===== src/rtl/irq_ctrl_if.sv =====
// rtl/irq_ctrl_if.sv - data-memory bus seen by the interrupt controller register window
// The core drives address, write data and write enable; the controller returns read data.
interface irq_ctrl_if;
  logic        we;
  logic [31:0] addr;
  logic [31:0] wd;
  logic [31:0] rd;

  modport master (output we, output addr, output wd, input rd);
  modport slave  (input we, input addr, input wd, output rd);
endinterface


===== src/rtl/irq_ctrl.sv =====
// rtl/irq_ctrl.sv - memory-mapped interrupt controller driving the CP0 INT[4:0] lines
// Sources are synchronised, latched as pending, masked, routed and ORed onto registered lines.
module irq_ctrl #(
  parameter int          N_SRC     = 16,
  parameter logic [31:0] BASE_ADDR = 32'h0000_0800
) (
  input  logic             clk,
  input  logic             rst,
  input  logic [N_SRC-1:0] src,
  irq_ctrl_if.slave        bus,
  output logic [4:0]       INT
);

  localparam int          PAD     = 32 - N_SRC;
  localparam logic [26:0] BASE_HI = BASE_ADDR[31:5];
  // Route fields of sources that do not exist stay zero.
  localparam logic [59:0] MAP_MSK = (60'd1 << (3 * N_SRC)) - 60'd1;

  localparam logic [2:0] OFF_PEND  = 3'd0;
  localparam logic [2:0] OFF_MASK  = 3'd1;
  localparam logic [2:0] OFF_EDGE  = 3'd2;
  localparam logic [2:0] OFF_MAP0  = 3'd3;
  localparam logic [2:0] OFF_MAP1  = 3'd4;
  localparam logic [2:0] OFF_VECT  = 3'd5;
  localparam logic [2:0] OFF_FORCE = 3'd6;

  logic [N_SRC-1:0] r_s1, r_s2, r_s3;
  logic [N_SRC-1:0] r_pend, r_mask, r_edge;
  logic [59:0]      r_map;

  logic             w_hit;
  logic [2:0]       w_off;
  logic             w_wr;
  logic [N_SRC-1:0] w_wd_n;
  logic [N_SRC-1:0] w_set, w_clr, w_pend_nxt, w_act;
  logic [4:0]       w_int_nxt;
  logic [4:0]       w_id;
  logic             w_unused;

  assign w_hit  = (bus.addr[31:5] == BASE_HI);
  assign w_off  = bus.addr[4:2];
  assign w_wr   = bus.we & w_hit;
  assign w_wd_n = bus.wd[N_SRC-1:0];
  assign w_unused = ^{bus.addr[1:0], bus.wd[31:30]};

  // Edge sources: set wins over a same-cycle W1C. Level sources just track s2.
  assign w_set = (r_s2 & ~r_s3) | ({N_SRC{w_wr && w_off == OFF_FORCE}} & w_wd_n);
  assign w_clr = {N_SRC{w_wr && w_off == OFF_PEND}} & w_wd_n;
  assign w_pend_nxt = (r_edge & (w_set | (r_pend & ~w_clr))) | (~r_edge & r_s2);
  assign w_act = r_pend & r_mask;

  always_comb begin
    logic [2:0] rt;
    w_int_nxt = '0;
    w_id      = 5'h1F;
    rt        = '0;
    // Walk downwards so the lowest-numbered eligible source owns the vector.
    for (int i = N_SRC - 1; i >= 0; i--) begin
      rt = r_map[3*i +: 3];
      if (w_act[i] && rt < 3'd5) begin
        w_id = i[4:0];
        for (int k = 0; k < 5; k++) begin
          if (rt == 3'(k)) w_int_nxt[k] = 1'b1;
        end
      end
    end
  end

  always_comb begin
    bus.rd = '0;
    if (w_hit) begin
      case (w_off)
        OFF_PEND: bus.rd = {{PAD{1'b0}}, r_pend};
        OFF_MASK: bus.rd = {{PAD{1'b0}}, r_mask};
        OFF_EDGE: bus.rd = {{PAD{1'b0}}, r_edge};
        OFF_MAP0: bus.rd = {2'b00, r_map[29:0]};
        OFF_MAP1: bus.rd = {2'b00, r_map[59:30]};
        OFF_VECT: bus.rd = {27'b0, w_id};
        default:  bus.rd = '0;
      endcase
    end
  end

  always_ff @(posedge clk or negedge rst) begin
    if (!rst) begin
      r_s1   <= '0;
      r_s2   <= '0;
      r_s3   <= '0;
      r_pend <= '0;
      r_mask <= '0;
      r_edge <= '1;
      r_map  <= '0;
      INT    <= '0;
    end else begin
      r_s1   <= src;
      r_s2   <= r_s1;
      r_s3   <= r_s2;
      r_pend <= w_pend_nxt;
      INT    <= w_int_nxt;
      if (w_wr) begin
        case (w_off)
          OFF_MASK: r_mask        <= w_wd_n;
          OFF_EDGE: r_edge        <= w_wd_n;
          OFF_MAP0: r_map[29:0]   <= bus.wd[29:0] & MAP_MSK[29:0];
          OFF_MAP1: r_map[59:30]  <= bus.wd[29:0] & MAP_MSK[59:30];
          default: ;
        endcase
      end
    end
  end

endmodule


===== src/flat_wrapper.sv =====
// flat-port wrapper written by rule: the top's interface ports become plain ports
module irq_ctrl_flat 
#(
  parameter int          N_SRC     = 16,
  parameter logic [31:0] BASE_ADDR = 32'h0000_0800
)
  (clk, rst, src, INT, bus_we, bus_addr, bus_wd, bus_rd);
  irq_ctrl_if bus_i ();
  input  logic clk;
  input  logic rst;
  input  logic [N_SRC-1:0] src;
  output logic [4:0] INT;
  input wire logic [$bits(bus_i.we)-1:0] bus_we;
  input wire logic [$bits(bus_i.addr)-1:0] bus_addr;
  input wire logic [$bits(bus_i.wd)-1:0] bus_wd;
  output wire logic [$bits(bus_i.rd)-1:0] bus_rd;
  assign bus_i.we = bus_we;
  assign bus_i.addr = bus_addr;
  assign bus_i.wd = bus_wd;
  assign bus_rd = bus_i.rd;
  irq_ctrl #(.N_SRC(N_SRC), .BASE_ADDR(BASE_ADDR)) u_core (.clk(clk), .rst(rst), .src(src), .bus(bus_i), .INT(INT));
endmodule

===== config.mk =====
export PLATFORM = sky130hd
export DESIGN_NAME = irq_ctrl_flat
export DESIGN_NICKNAME = d
export VERILOG_FILES = /design/src/rtl/irq_ctrl_if.sv /design/src/rtl/irq_ctrl.sv /design/src/flat_wrapper.sv
export SDC_FILE = /design/constraint.sdc
export NUM_CORES = 1
export LEC_CHECK = 0
export BUFFER_PORTS_ARGS = -buffer_cell sky130_fd_sc_hd__clkbuf_2
export CAP_MARGIN = 20
export CORE_MARGIN = 2
export CORE_UTILIZATION = 51
export CTS_BUF_LIST = sky130_fd_sc_hd__clkbuf_8 sky130_fd_sc_hd__clkbuf_16
export CTS_CLUSTER_SIZE = 8
export DETAILED_ROUTE_END_ITERATION = 16
export GPL_TIMING_DRIVEN = 0
export HOLD_SLACK_MARGIN = 0.1
export PLACE_DENSITY_LB_ADDON = 0.05
export SLEW_MARGIN = 20
export SYNTH_ARGS = -nofsm -noshare
export SYNTH_HDL_FRONTEND = slang
export SYNTH_SLANG_ARGS = --single-unit

===== constraint.sdc =====
create_clock -name clk -period 1.5 [get_ports clk]
set_input_delay 0.075 -clock clk [delete_from_list [all_inputs] [get_ports clk]]
set_output_delay 0.075 -clock clk [all_outputs]
set_load 0.005 [all_outputs]

=== Word level (Yosys, flattened, before mapping) ===
Index checks and enable logic that the tools add are counted.

* Magnitude comparators: 16
* Equal/unequal tests: 71
* Muxes and demuxes: 114
* Bitwise logic cells: 14
* Reduce and logical (&&, ||, !) cells: 39

{| class="wikitable"
|+ Operators by type and width
! operator !! number
|-
| $pmux W30 S6 || 1
|-
| $mux W5 || 32
|-
| $and A16 B16 Y16 || 7
|-
| $eq A3 B2 Y1 const B || 34
|-
| $mux W1 || 80
|-
| $eq A3 B3 Y1 const B || 19
|-
| $eq A3 B1 Y1 const B || 17
|-
| $logic_not A3 Y1 || 17
|-
| $lt A3 B3 Y1 const B || 16
|-
| $not A16 Y16 || 3
|-
| $or A16 B16 Y16 || 3
|-
| $mux W32 || 1
|-
| $eq A27 B7 Y1 const B || 1
|-
| $logic_and A1 B1 Y1 || 18
|-
| $reduce_and A2 Y1 || 4
|-
| $and A1 B1 Y1 || 1
|}

* Register bits after elaboration: 149
* Bits of input ports: 83
* Output and inout bits: 37
* Logic and storage cells: 263

=== Logic depth before layout (Yosys ltp) ===
Gate-level depths: netlist of the first run.

* Word-level depth: 33
* Mapped depth: 7
* Mapped depth without buffers: 5

=== Worst setup path before layout of the first run ===
No wires, ideal clock.

* Path type: register to output
* Start: register u_core.r_map[37]
* End: output bus_rd[4]
* Arrival: 1,614 ps
* Required time: 1,425 ps
* Slack: -189 ps
* Cell stages (with the launch flop): 6
* Buffers on the path: 0
* Cell sequence: dfrtp_1 -> o21ai_1 -> and3_4 -> or4_1 -> or3_1 -> a21oi_1

* Word-level cells in the longest chain between the ends: 17

{| class="wikitable"
|+ Ends and longest elaborated chain
! what !! line !! text
|-
| start, declared || irq_ctrl.sv:29 || <nowiki>logic [59:0] r_map;</nowiki>
|-
| start signal, assigned || irq_ctrl.sv:105 || <nowiki>OFF_MAP1: r_map[59:30] <= bus.wd[29:0] & MAP_MSK[59:30];</nowiki>
|-
| $lt A3 B3 Y1 || irq_ctrl.sv:60 || <nowiki>if (w_act[i] && rt < 3'd5) begin</nowiki>
|-
| $logic_and A1 B1 Y1 || irq_ctrl.sv:60 ||
|-
| $mux W5 (13 in a row) || irq_ctrl.sv:60 ||
|-
| $pmux W30 S6 || irq_ctrl.sv:72 || <nowiki>case (w_off)</nowiki>
|-
| $mux W32 || irq_ctrl.sv:71 || <nowiki>if (w_hit) begin</nowiki>
|-
| end, declared || flat_wrapper.sv:16 || <nowiki>output wire logic [$bits(bus_i.rd)-1:0] bus_rd;</nowiki>
|}

No other way between the ends.

=== Worst setup path after layout of the first run ===
* Start: register u_core.r_map[47]
* End: output bus_rd[4]

* Word-level cells in the longest chain between the ends: 20

{| class="wikitable"
|+ Ends and longest elaborated chain
! what !! line
|-
| $lt A3 B3 Y1 || irq_ctrl.sv:60
|-
| $logic_and A1 B1 Y1 || irq_ctrl.sv:60
|-
| $mux W5 (16 in a row) || irq_ctrl.sv:60
|-
| $pmux W30 S6 || irq_ctrl.sv:72
|-
| $mux W32 || irq_ctrl.sv:71
|}

No other way between the ends.

==> flow_summary_export.csv, run 1 <==
group,metric,value,unit
sta,hold_slack,0.206,ns
sta,setup_ws,-0.863,ns
global_route,grt_max_degree,79,
placed_design,gp_congestion,0.961,
global_route,antenna_found_initial,0,
global_route,grt_pass1_wl,44100,um
floorplanning,initial_core_util,52.8,%
yosys,synth-edff-count,0,
layout,area_growth_syn_to_layout,53.4,%
drt,drtAntennaViolNets,0,
sta,max_slew.worst_pin.slew,0.632,ns
job,cap_violations,0,
status,outcome,"complete, but fails checks",
clock_network,cts-root-buf,"clkbuf_16",
layout,post-route-util,81.0,%
yosys,ys_warn_count,0,
sta,fin_crit_sh,158,%
power,intPower,6.66,mW
setup_path,crit_chain,"o21ai_0 > and3_1 > or4_4 > or3_4 > a21oi_2 > buf_2",
sta,relSlewSlack,57.3,%
clock_network,clkTransAtPathRegs,0.07,ns
yosys,async_reset_ff_share,100,%
power,power.switching,2.45,mW
drt,routedWlPerCell,29.5,um
setup_path,crit_required,1.42,ns
drt,first_iter_violations,1061,
yosys,ys_ff_latch,149,
setup_path,r2r_start,"u_core.r_map[20]",
min_path,hold_class,"input pin to asynchronous set/reset pin",
sta,fin_tns_setup,-21.99,ns
setup_path,slowest_delay,0.44,ns
setup_path,worst-path-buf-inv,1,
clock_network,cts_htree_levels,4,
global_route,grt.overflow.total,0,
power,finalPower,9.11,mW
power,seqPwrFrac,45.9,%
setup_path,cp-end-kind,"output pin",
placed_design,place.port_buffers,112,
setup_path,path_class,"register to output pin",
yosys,syn_inst,663,
setup_path,critPathLaunch,"u_core.r_map[47]",
yosys,synth_cell_types,61,
drt,vias,7805,
yosys,syn_avg_cell_area,11.1,um^2
setup_path,slowest_stage,"dfrtp_1",
drt,drc,0,
sta,setup_viol,126,
drt,routed_via_density,6.91,
power,vdd_ir_drop_max,1070,uV
setup_path,worst_ep_arrival_time,2.29,ns
sta,drv_slew,0,
layout,finalNetCount,1018,
setup_path,crit_fanout,4,
drt,wl,33300,um
floorplanning,fp-row-count,43,
setup_path,cp_top_family,"simple AND/OR/NAND/NOR gates",
drt,firstDrtPassIters,6,
clock_network,clk-insertion-delay-late,0.44,ns
layout,fin_area,0.0113,mm^2
sta,rsz0062_at_grt,"yes",
setup_path,cp-start-kind,"register",
clock_network,numCtsBuffers,17,
global_route,grt_pass1_vias,7489,
yosys,ys.flop_type,"dfrtp_1",
sta,timing.final.crit_period,2.36,ns
yosys,ys_seq_area_share,50.8,%
status,violations,"setup timing",
sta,fmax,423,MHz
power,leakagePower,4.95,nW
power,p_sw_share,26.9,%
placed_design,dp_hpwl,18300,um
power,combPwrFrac,7.3,%
floorplanning,io_pins,120,
yosys,syn_area,0.00738,mm^2
floorplanning,dieArea,0.0155,mm^2
floorplanning,die_x,124,um
sta,skew,0.0104,ns
clock_network,cts_num_sinks,149,
sta,finalHoldViolations,0,
clock_network,clock_path_buffers,2,
power,clkPwrFrac,46.8,%
clock_network,cts_tree,"yes",
placed_design,place_area,0.00854,mm^2
floorplanning,chipHeight,124,um
layout,drive_gt1_share,54.0,%
power,powerDensity,804,mW/mm^2
setup_path,r2r_slack,-0.40,ns
floorplanning,fp.coreArea,0.0140,mm^2
global_route,grt_usage,38.2,%
-- layout make-up --
| type | count | area, um^2 |
|---|---|---|
| tap | 180 | 225 |
| multi-input combinational | 462 | 4130 |
| antenna | 1 | 2.50 |
| clock inverter | 14 | 131 |
| clock buffer | 18 | 439 |
| buffer | 24 | 329 |
| fill | 740 | 2660 |
| timing repair buffer | 255 | 2160 |
| inverter | 26 | 98.8 |
| sequential | 149 | 3810 |
-- registers in the layout (all words and copies together), names as in the netlist --
signal         flops
u_core.r_map      48
u_core.r_pend     16
u_core.r_s2       16
u_core.r_edge     16
u_core.r_s1       16
u_core.INT         5
u_core.r_mask     16
u_core.r_s3       16
-- synth_stat cells, types with 6 or more instances --
cell type | n | area [um^2]
o221ai_1 | 16 | 140
nand3_1 | 12 | 60.1
mux2i_1 | 17 | 170
inv_1 | 24 | 90.1
mux2_1 | 14 | 158
nand3b_1 | 7 | 52.6
mux4_2 | 6 | 135
dfstp_2 | 16 | 420
nor2_1 | 29 | 109
nand4_1 | 14 | 87.6
nand2_1 | 86 | 323
dfrtp_1 | 133 | 3330
mux2_2 | 60 | 676
buf_6 | 6 | 67.6
a222oi_1 | 9 | 90.1
a22oi_1 | 11 | 82.6
and3_1 | 22 | 138
and2_1 | 8 | 50.1
o21ai_0 | 25 | 125
nor3_1 | 11 | 55.1
and3b_1 | 8 | 70.1
a21oi_1 | 7 | 35.0
buf_2 | 6 | 30.0
a32oi_1 | 22 | 193
buf_4 | 7 | 52.6
nor4_1 | 17 | 106
-- stage by stage --
step / worst slack [ns] / std cells
CTS: -0.817 / 1088
global placement: -1.89 / 956
global route: -0.835 / 1128
finish: -0.863 / 1129
floorplan: -0.171 / 664
detailed placement: -1.11 / 958
-- path summary, 6_finish.rpt --
check | endpoint | depth (start not counted)
min in group clk | u_core.r_s1[14] | 2
max in group asynchronous | u_core.r_edge[12] | 3
hold reg to reg | u_core.r_s2[4] | 0
setup / recovery | bus_rd[4] | 6
setup reg to reg | u_core.INT[3] | 6
hold / removal | u_core.r_map[26] | 2
-- cells by family (layout without fill, tap and decap cells) --
logic type / after synthesis / after routing / synth area share [%]
muxes: 97 / 97 / 15.4
DFF: 149 / 149 / 50.8
AOI/OAI and AO/OA: 122 / 122 / 12.5
other: 1 / 3 / 0.0508
buffers and inverters: 53 / 337 / 3.93
and+or+nand+nor: 241 / 241 / 17.3
-- power by group through the flow --
stage / clock network, mW / registers (mW) / logic [mW]
2_1_floorplan: 0 / 4.22 / 0.165
3_3_place_gp: 0 / 4.24 / 0.426
3_5_place_dp: 0 / 4.24 / 0.459
4_1_cts: 4.18 / 4.17 / 0.586
5_1_grt: 4.43 / 4.18 / 0.712
6_report: 4.26 / 4.18 / 0.667
-- layout by cell type (no fill, tap or decap), types with 5 or more instances in the layout --
| cell | n |
|---|---|
| nand3_1 | 10 |
| o21ai_2 | 5 |
| a32oi_1 | 18 |
| dfrtp_1 | 83 |
| clkbuf_2 | 100 |
| o221ai_1 | 5 |
| mux2_4 | 64 |
| and3b_2 | 5 |
| mux2_2 | 10 |
| mux4_2 | 6 |
| nor2_2 | 5 |
| nor4_4 | 5 |
| inv_1 | 24 |
| dfstp_2 | 16 |
| mux2i_1 | 17 |
| nor3_1 | 8 |
| a22oi_1 | 7 |
| dlygate4sd3_1 | 47 |
| inv_6 | 7 |
| and3_4 | 14 |
| buf_12 | 12 |
| nand4_1 | 14 |
| dfrtp_2 | 50 |
| and2_1 | 5 |
| a222oi_1 | 9 |
| o21ai_0 | 6 |
| buf_4 | 58 |
| nand2_1 | 81 |
| nor2_1 | 22 |
| buf_6 | 42 |
| and3_1 | 7 |
| clkbuf_16 | 24 |
| nor4_1 | 9 |
| o21ai_1 | 14 |
| nand3b_1 | 7 |
| o221ai_2 | 11 |
-- worst register-to-register path, delay by kind of cell, from the launching register on --
kind | cells | cell delay (ns)
AO/OA/AOI/OAI | 3 | 0.86
buffers and inverters | 1 | 0.14
flip-flops | 1 | 0.40
AND/OR/NAND/NOR | 2 | 0.38
-- per-layer routing --
layer	vias up	part of all wire, %	wire length [um]	global-route usage [%]
met5	-	0	0	0
met4	0	6.6	2190	17.7
met3	197	11	3710	9.75
met2	696	47	15500	60.8
met1	3834	36	11900	49.2
li1	3078	-	-	-
-- repair_timing --
item,in CTS,in global routing
gates cloned,3,7
setup buffers,50,35
hold buffers,47,0
pin swaps,30,23
endpoints found under the hold margin,183,0
endpoints found under the setup margin,71,125
gates resized for setup,141,125
Power figures use the tool's default switching activity.
==> run 2: changes to the inputs <==
--- a/config.mk
+++ b/config.mk
@@ -5,8 +5,9 @@
 export SDC_FILE = /design/constraint.sdc
 export NUM_CORES = 1
 export LEC_CHECK = 0
+export ABC_AREA = 1
 export BUFFER_PORTS_ARGS = -buffer_cell sky130_fd_sc_hd__clkbuf_2
-export CAP_MARGIN = 20
+export CAP_MARGIN = 40
 export CORE_MARGIN = 2
 export CORE_UTILIZATION = 51
 export CTS_BUF_LIST = sky130_fd_sc_hd__clkbuf_8 sky130_fd_sc_hd__clkbuf_16
==> run 2 against run 1 <==
The flow still finishes with violations (setup timing). Fmax rose by 4.8%. Via count up 1.3%. Total power decreased by 0.76%. Worst hold slack lost 0.064 ns. Critical endpoint unchanged. Worst setup slack better by 0.11 ns. First-iteration DRC count is 9.5% higher. Largest power group unchanged.
==> flow_summary_export.csv, run 2 <==
group,metric,value,unit
status,outcome,"complete, but fails checks",
status,violations,"setup timing",
sta,drv_slew,0,
drt,wl,29800,um
yosys,async_reset_ff_share,100,%
yosys,synthTopCellsByCount,"nand2_1, dfrtp_1, inv_1",
layout,regMostFlops,"u_core.r_map",
sta,timing.final.crit_period,2.26,ns
layout,mostFrequentLayoutCells,"nand2_1, dfrtp_1, clkbuf_2",
power,finalPower,9.04,mW
placed_design,place.port_buffers,112,
layout,drive_gt1_share,42.8,%
floorplanning,fp.coreArea,0.0137,mm^2
placed_design,dp_hpwl,18000,um
drt,vias,7907,
layout,final_common_cell,"nand2_1",
floorplanning,initial_core_util,51.8,%
power,vdd_ir_drop_max,1290,uV
yosys,yosysTopAreaCell,"dfrtp_1",
drt,routedWlPerCell,23.0,um
global_route,antenna_found_initial,0,
yosys,ys_seq_area_share,52.7,%
yosys,synth-edff-count,0,
job,cap_violations,0,
setup_path,crit_required,1.42,ns
layout,area_growth_syn_to_layout,53.3,%
global_route,grt_usage,38.0,%
yosys,syn_inst,830,
clock_network,cts-root-buf,"clkbuf_16",
drt,drc,0,
sta,fmax,443,MHz
sta,finalHoldViolations,0,
yosys,ys_ff_latch,149,
layout,largest_register_ffs,48,
global_route,use_met3,7.96,%
yosys,netlist.area_leader.share,46.8,%
global_route,grt_max_degree,99,
sta,setup_ws,-0.755,ns
yosys,synth_cell_types,42,
sta,relSlewSlack,65.3,%
global_route,grt_pass1_wl,41200,um
setup_path,r2r-end,"u_core.INT[2]",
yosys,synth.most_common_cell,"nand2_1",
setup_path,r2r_start,"u_core.r_map[24]",
layout,post-route-util,79.4,%
sta,max_slew.worst_pin.slew,0.519,ns
clock_network,clock_path_buffers,2,
power,powerDensity,829,mW/mm^2
floorplanning,die_x,122,um
setup_path,worst_ep_arrival_time,2.18,ns
layout,fillers,871,
clock_network,cts_tree,"yes",
floorplanning,dieArea,0.0149,mm^2
min_path,hold_class,"input pin to asynchronous set/reset pin",
layout,antenna_cells,0,
global_route,grt.overflow.total,0,
global_route,use_met2,59.3,%
clock_network,clkTransAtPathRegs,0.06,ns
drt,firstDrtPassIters,9,
sta,setup_viol,75,
placed_design,gp_congestion,0.959,
drt,drtAntennaViolNets,0,
yosys,synthTopCellsByArea,"dfrtp_1, nand2_1, o21ai_0",
sta,rsz0062_at_grt,"yes",
global_route,use_met1,50.7,%
setup_path,cp-start-kind,"register",
clock_network,cts_num_sinks,149,
drt,routed_via_density,6.12,
setup_path,r2r_slack,-0.22,ns
setup_path,r2r_cells,7,
yosys,ys.flop_type,"dfrtp_1",
floorplanning,io_pins,120,
clock_network,numCtsBuffers,17,
yosys,syn_avg_cell_area,8.56,um^2
sta,fin_crit_sh,150,%
yosys,syn_area,0.00711,mm^2
floorplanning,chipHeight,122,um
power,leakagePower,5.01,nW
clock_network,cts_htree_levels,4,
sta,skew,0.00982,ns
layout,finalNetCount,1183,
global_route,grt-busiest-layer,"met2",
floorplanning,fp-row-count,43,
setup_path,crit_fanout,3,
setup_path,path_class,"register to output pin",
drt,first_iter_violations,1162,
setup_path,cp-end-kind,"output pin",
clock_network,clk-insertion-delay-late,0.45,ns
yosys,ys_warn_count,0,
global_route,grt_pass1_vias,7409,
==> run 2: what timing repair did <==
item,CTS,global route
setup buffers,45,39
gates cloned,2,8
endpoints found under the hold margin,234,0
resized for setup,141,245
endpoints found under the setup margin,124,131
pin swaps,38,50
hold buffers,47,0
==> run 2: worst max-delay path by stage <==
stage                                 to  cells past startpoint  slack [ns]              start
after global placement    u_core.r_s1[9]                      1       -1.94                rst
final                          bus_rd[4]                      9       -0.76    u_core.r_map[1]
after detailed placement      bus_rd[15]                     10       -0.92        bus_addr[2]
after global routing           bus_rd[0]                     20       -0.89  u_core.r_pend[14]
after CTS                      bus_rd[1]                      9       -0.71   u_core.r_map[25]
after floorplan                bus_rd[4]                      8       -0.02    u_core.r_map[1]
==> run 2: cell type report <==
type	count	area (um^2)	area share, %
clock inverter	14	139	1.27
clock buffer	18	439	4.03
inverter	103	400	3.67
timing repair buffer	247	1950	17.9
multi-input combinational	556	3680	33.8
sequential	149	3760	34.5
timing repair inverter	1	7.51	0.0689
buffer	25	294	2.70
tap	180	225	2.07
==> run 2: report_power, final <==
group / internal, mW / total (mW) / switching [mW]
registers: 4.11 / 4.16 / 0.0546
clock network: 2.24 / 4.24 / 2.00
logic: 0.274 / 0.631 / 0.357
==> run 2: worst max-delay path, cell delays in order, from the launching register on <==
cell and delay (ns):
dfrtp_1 0.39, inv_2 0.08, nand4_1 0.19, o21ai_2 0.10
nor4_2 0.23, nand2_1 0.11, nor3_2 0.18, nand4_1 0.15
a21oi_2 0.18, buf_2 0.13
==> run 2: per-stage QoR <==
step	instances	setup TNS, ns	hold slack [ns]	setup WS (ns)	area (um^2)
5_1_grt	1293	-14.31	0.180	-0.894	10900
2_1_floorplan	831	-0.121	-0.221	-0.0222	7170
3_3_place_gp	1123	-348.48	0.183	-1.94	7960
3_5_place_dp	1125	-74.18	0.0527	-0.916	8000
6_report	1293	-8.22	0.142	-0.755	10900
4_1_cts	1251	-5.90	0.165	-0.710	9870
==> run 2: logic make-up after synthesis <==
group,count (synthesis),synth area share (%)
other cells,1,0.0528
compound gates,192,16.9
simple gates,348,21.3
flops,149,52.7
buf+inv,128,7.06
mux,12,1.90
==> run 2: metal layers <==
layer | wire (um) | up-vias | part of all wire (%)
met5 | 0 | - | 0
li1 | - | 3387 | -
met4 | 1740 | 0 | 5.8
met2 | 13700 | 539 | 46
met3 | 3110 | 128 | 10
met1 | 11300 | 3853 | 38
==> run 3: changes to the inputs <==
--- a/config.mk
+++ b/config.mk
@@ -9,8 +9,7 @@
 export BUFFER_PORTS_ARGS = -buffer_cell sky130_fd_sc_hd__clkbuf_2
 export CAP_MARGIN = 40
 export CORE_MARGIN = 2
-export CORE_UTILIZATION = 51
-export CTS_BUF_LIST = sky130_fd_sc_hd__clkbuf_8 sky130_fd_sc_hd__clkbuf_16
+export CORE_UTILIZATION = 25
 export CTS_CLUSTER_SIZE = 8
 export DETAILED_ROUTE_END_ITERATION = 16
 export GPL_TIMING_DRIVEN = 0
==> run 3 against run 2 <==
Total power rose by 4.0%. Register-to-register slack got worse by 0.35 ns. The flow still finishes with violations (setup timing). Worst hold slack improved by 0.089 ns. Via count fell by 9.1%. Clock power rose by 8.7%. Critical path depth did not move. Sequential share of layout area fell by 1.3 points. Utilization fell by 39 points. First-iteration DRC count fell by 60%. Sequential cell count did not move. Final cell count rose by 16%. Routed wire length rose by 3.2%.
==> flow_summary_export.csv, run 3 (synthesis results as in run 2) <==
group,metric,value,unit
layout,mostFrequentLayoutCells,"nand2_1, dfrtp_1, clkbuf_2",
layout,post-route-util,40.7,%
sta,skew,0.0117,ns
setup_path,path_class,"register to output pin",
clock_network,cts_tree,"yes",
layout,fillers,2834,
global_route,antenna_found_initial,0,
global_route,grt_pass1_wl,45700,um
floorplanning,fp-row-count,61,
clock_network,clk-insertion-delay-late,0.43,ns
status,outcome,"complete, but fails checks",
setup_path,cp-end-kind,"output pin",
sta,setup_viol,30,
sta,setup_ws,-0.782,ns
min_path,hold_class,"input pin to asynchronous set/reset pin",
power,combPwrFrac,6.7,%
drt,vias,7187,
clock_network,cts_htree_levels,4,
global_route,grt_pass1_vias,7137,
sta,drv_slew,0,
placed_design,place.port_buffers,112,
power,p_sw_share,24.6,%
clock_network,clkTransAtPathRegs,0.07,ns
sta,fmax,438,MHz
drt,routedWlPerCell,20.5,um
global_route,grt_usage,20.4,%
layout,regMostFlops,"u_core.r_map",
layout,largest_register_ffs,48,
sta,hold_slack,0.232,ns
power,leakagePower,5.08,nW
placed_design,dp_hpwl,21400,um
power,seqPwrFrac,44.2,%
sta,finalHoldViolations,0,
global_route,grt.overflow.total,0,
setup_path,crit_required,1.42,ns
power,clkPwrFrac,49.0,%
job,cap_violations,0,
sta,relSlewSlack,58.7,%
clock_network,cts-root-buf,"clkbuf_16",
layout,finalNetCount,1191,
drt,drc,0,
drt,routed_via_density,4.79,
clock_network,numCtsBuffers,17,
power,vdd_ir_drop_max,705,uV
floorplanning,fp.coreArea,0.0279,mm^2
placed_design,gp_congestion,0.897,
global_route,grt_max_degree,81,
layout,final_common_cell,"nand2_1",
layout,fin_area,0.0113,mm^2
floorplanning,io_pins,120,
layout,multi_input_area,0.00374,mm^2
drt,wl,30700,um
layout,drive_gt1_share,42.6,%
sta,timing.final.crit_period,2.28,ns
power,intPower,7.08,mW
placed_design,place_area,0.00829,mm^2
sta,max_slew.worst_pin.slew,0.604,ns
power,finalPower,9.40,mW
layout,register_area,0.00376,mm^2
floorplanning,dieArea,0.0298,mm^2
floorplanning,chipHeight,173,um
power,power.switching,2.32,mW
floorplanning,initial_core_util,25.5,%
power,powerDensity,829,mW/mm^2
setup_path,cp-start-kind,"register",
placed_design,pre_cts_ws,-0.988,ns
setup_path,crit_fanout,4,
status,violations,"setup timing",
drt,drtAntennaViolNets,0,
drt,first_iter_violations,467,
layout,area_growth_syn_to_layout,59.4,%
setup_path,worst_ep_arrival_time,2.21,ns
floorplanning,die_x,173,um
clock_network,cts_num_sinks,149,
layout,antenna_cells,0,
clock_network,clock_path_buffers,2,
sta,fin_crit_sh,152,%
sta,rsz0062_at_grt,"yes",
drt,firstDrtPassIters,5,
[run 3: timing repair]
item	in CTS	in global routing
buffers inserted	60	27
hold buffers	47	0
setup endpoints to repair	113	127
endpoints found under the hold margin	168	0
cloned	1	5
gates resized for setup	158	214
pin swaps	44	42
[run 3: critical path: stages (launching register included)]
cell	delay, ns
dfrtp_1	0.45
nand4_1	0.16
o21ai_1	0.10
nor4_2	0.14
buf_4	0.16
nand2_2	0.06
nor3_4	0.19
nand4_1	0.17
a21oi_2	0.21
buf_2	0.14
[run 3: path summary, 6_finish.rpt]
kind / cells after the start / slack, ns / to / startpoint
max reg2reg: 11 / -0.57 / u_core.INT[0] / u_core.r_mask[0]
min in group clk: 4 / 0.24 / u_core.r_pend[9] / bus_we
min: 2 / 0.23 / u_core.r_s3[0] / rst
min reg2reg: 0 / 0.35 / u_core.r_s2[8] / u_core.r_s1[8]
max: 9 / -0.78 / bus_rd[4] / u_core.r_mask[0]
max in group asynchronous: 3 / 0.40 / u_core.r_edge[13] / rst
[run 3: power groups by stage]
stage / clock network, mW / registers (mW) / logic, mW
CTS: 4.72 / 4.15 / 0.591
detailed placement: 0 / 4.23 / 0.437
floorplan: 0 / 4.21 / 0.152
global route: 4.89 / 4.17 / 0.699
finish: 4.61 / 4.16 / 0.633
global placement: 0 / 4.23 / 0.422
[run 3: through the flow]
| step | std cells | setup TNS [ns] |
|---|---|---|
| 6_report | 1499 | -7.46 |
| 5_1_grt | 1499 | -15.00 |
| 4_1_cts | 1467 | -7.24 |
| 3_5_place_dp | 1327 | -75.31 |
| 3_3_place_gp | 1321 | -473.58 |
| 2_1_floorplan | 831 | -0.121 |
[run 3: metal layers]
metal,track usage [%],share of wire [%]
met4,7.37,3.0
met2,31.7,45
met1,29.0,47
met3,2.81,4.2
met5,0,0
[run 3: cell type report]
class,instances,area share [%]
plain buffers,25,3.00
clock buffers,20,3.94
clock inverters,12,1.48
inverters,103,3.47
multi-input cells,554,33.0
flip-flops and latches,149,33.2
well taps,378,4.17
repair buffers,258,17.8
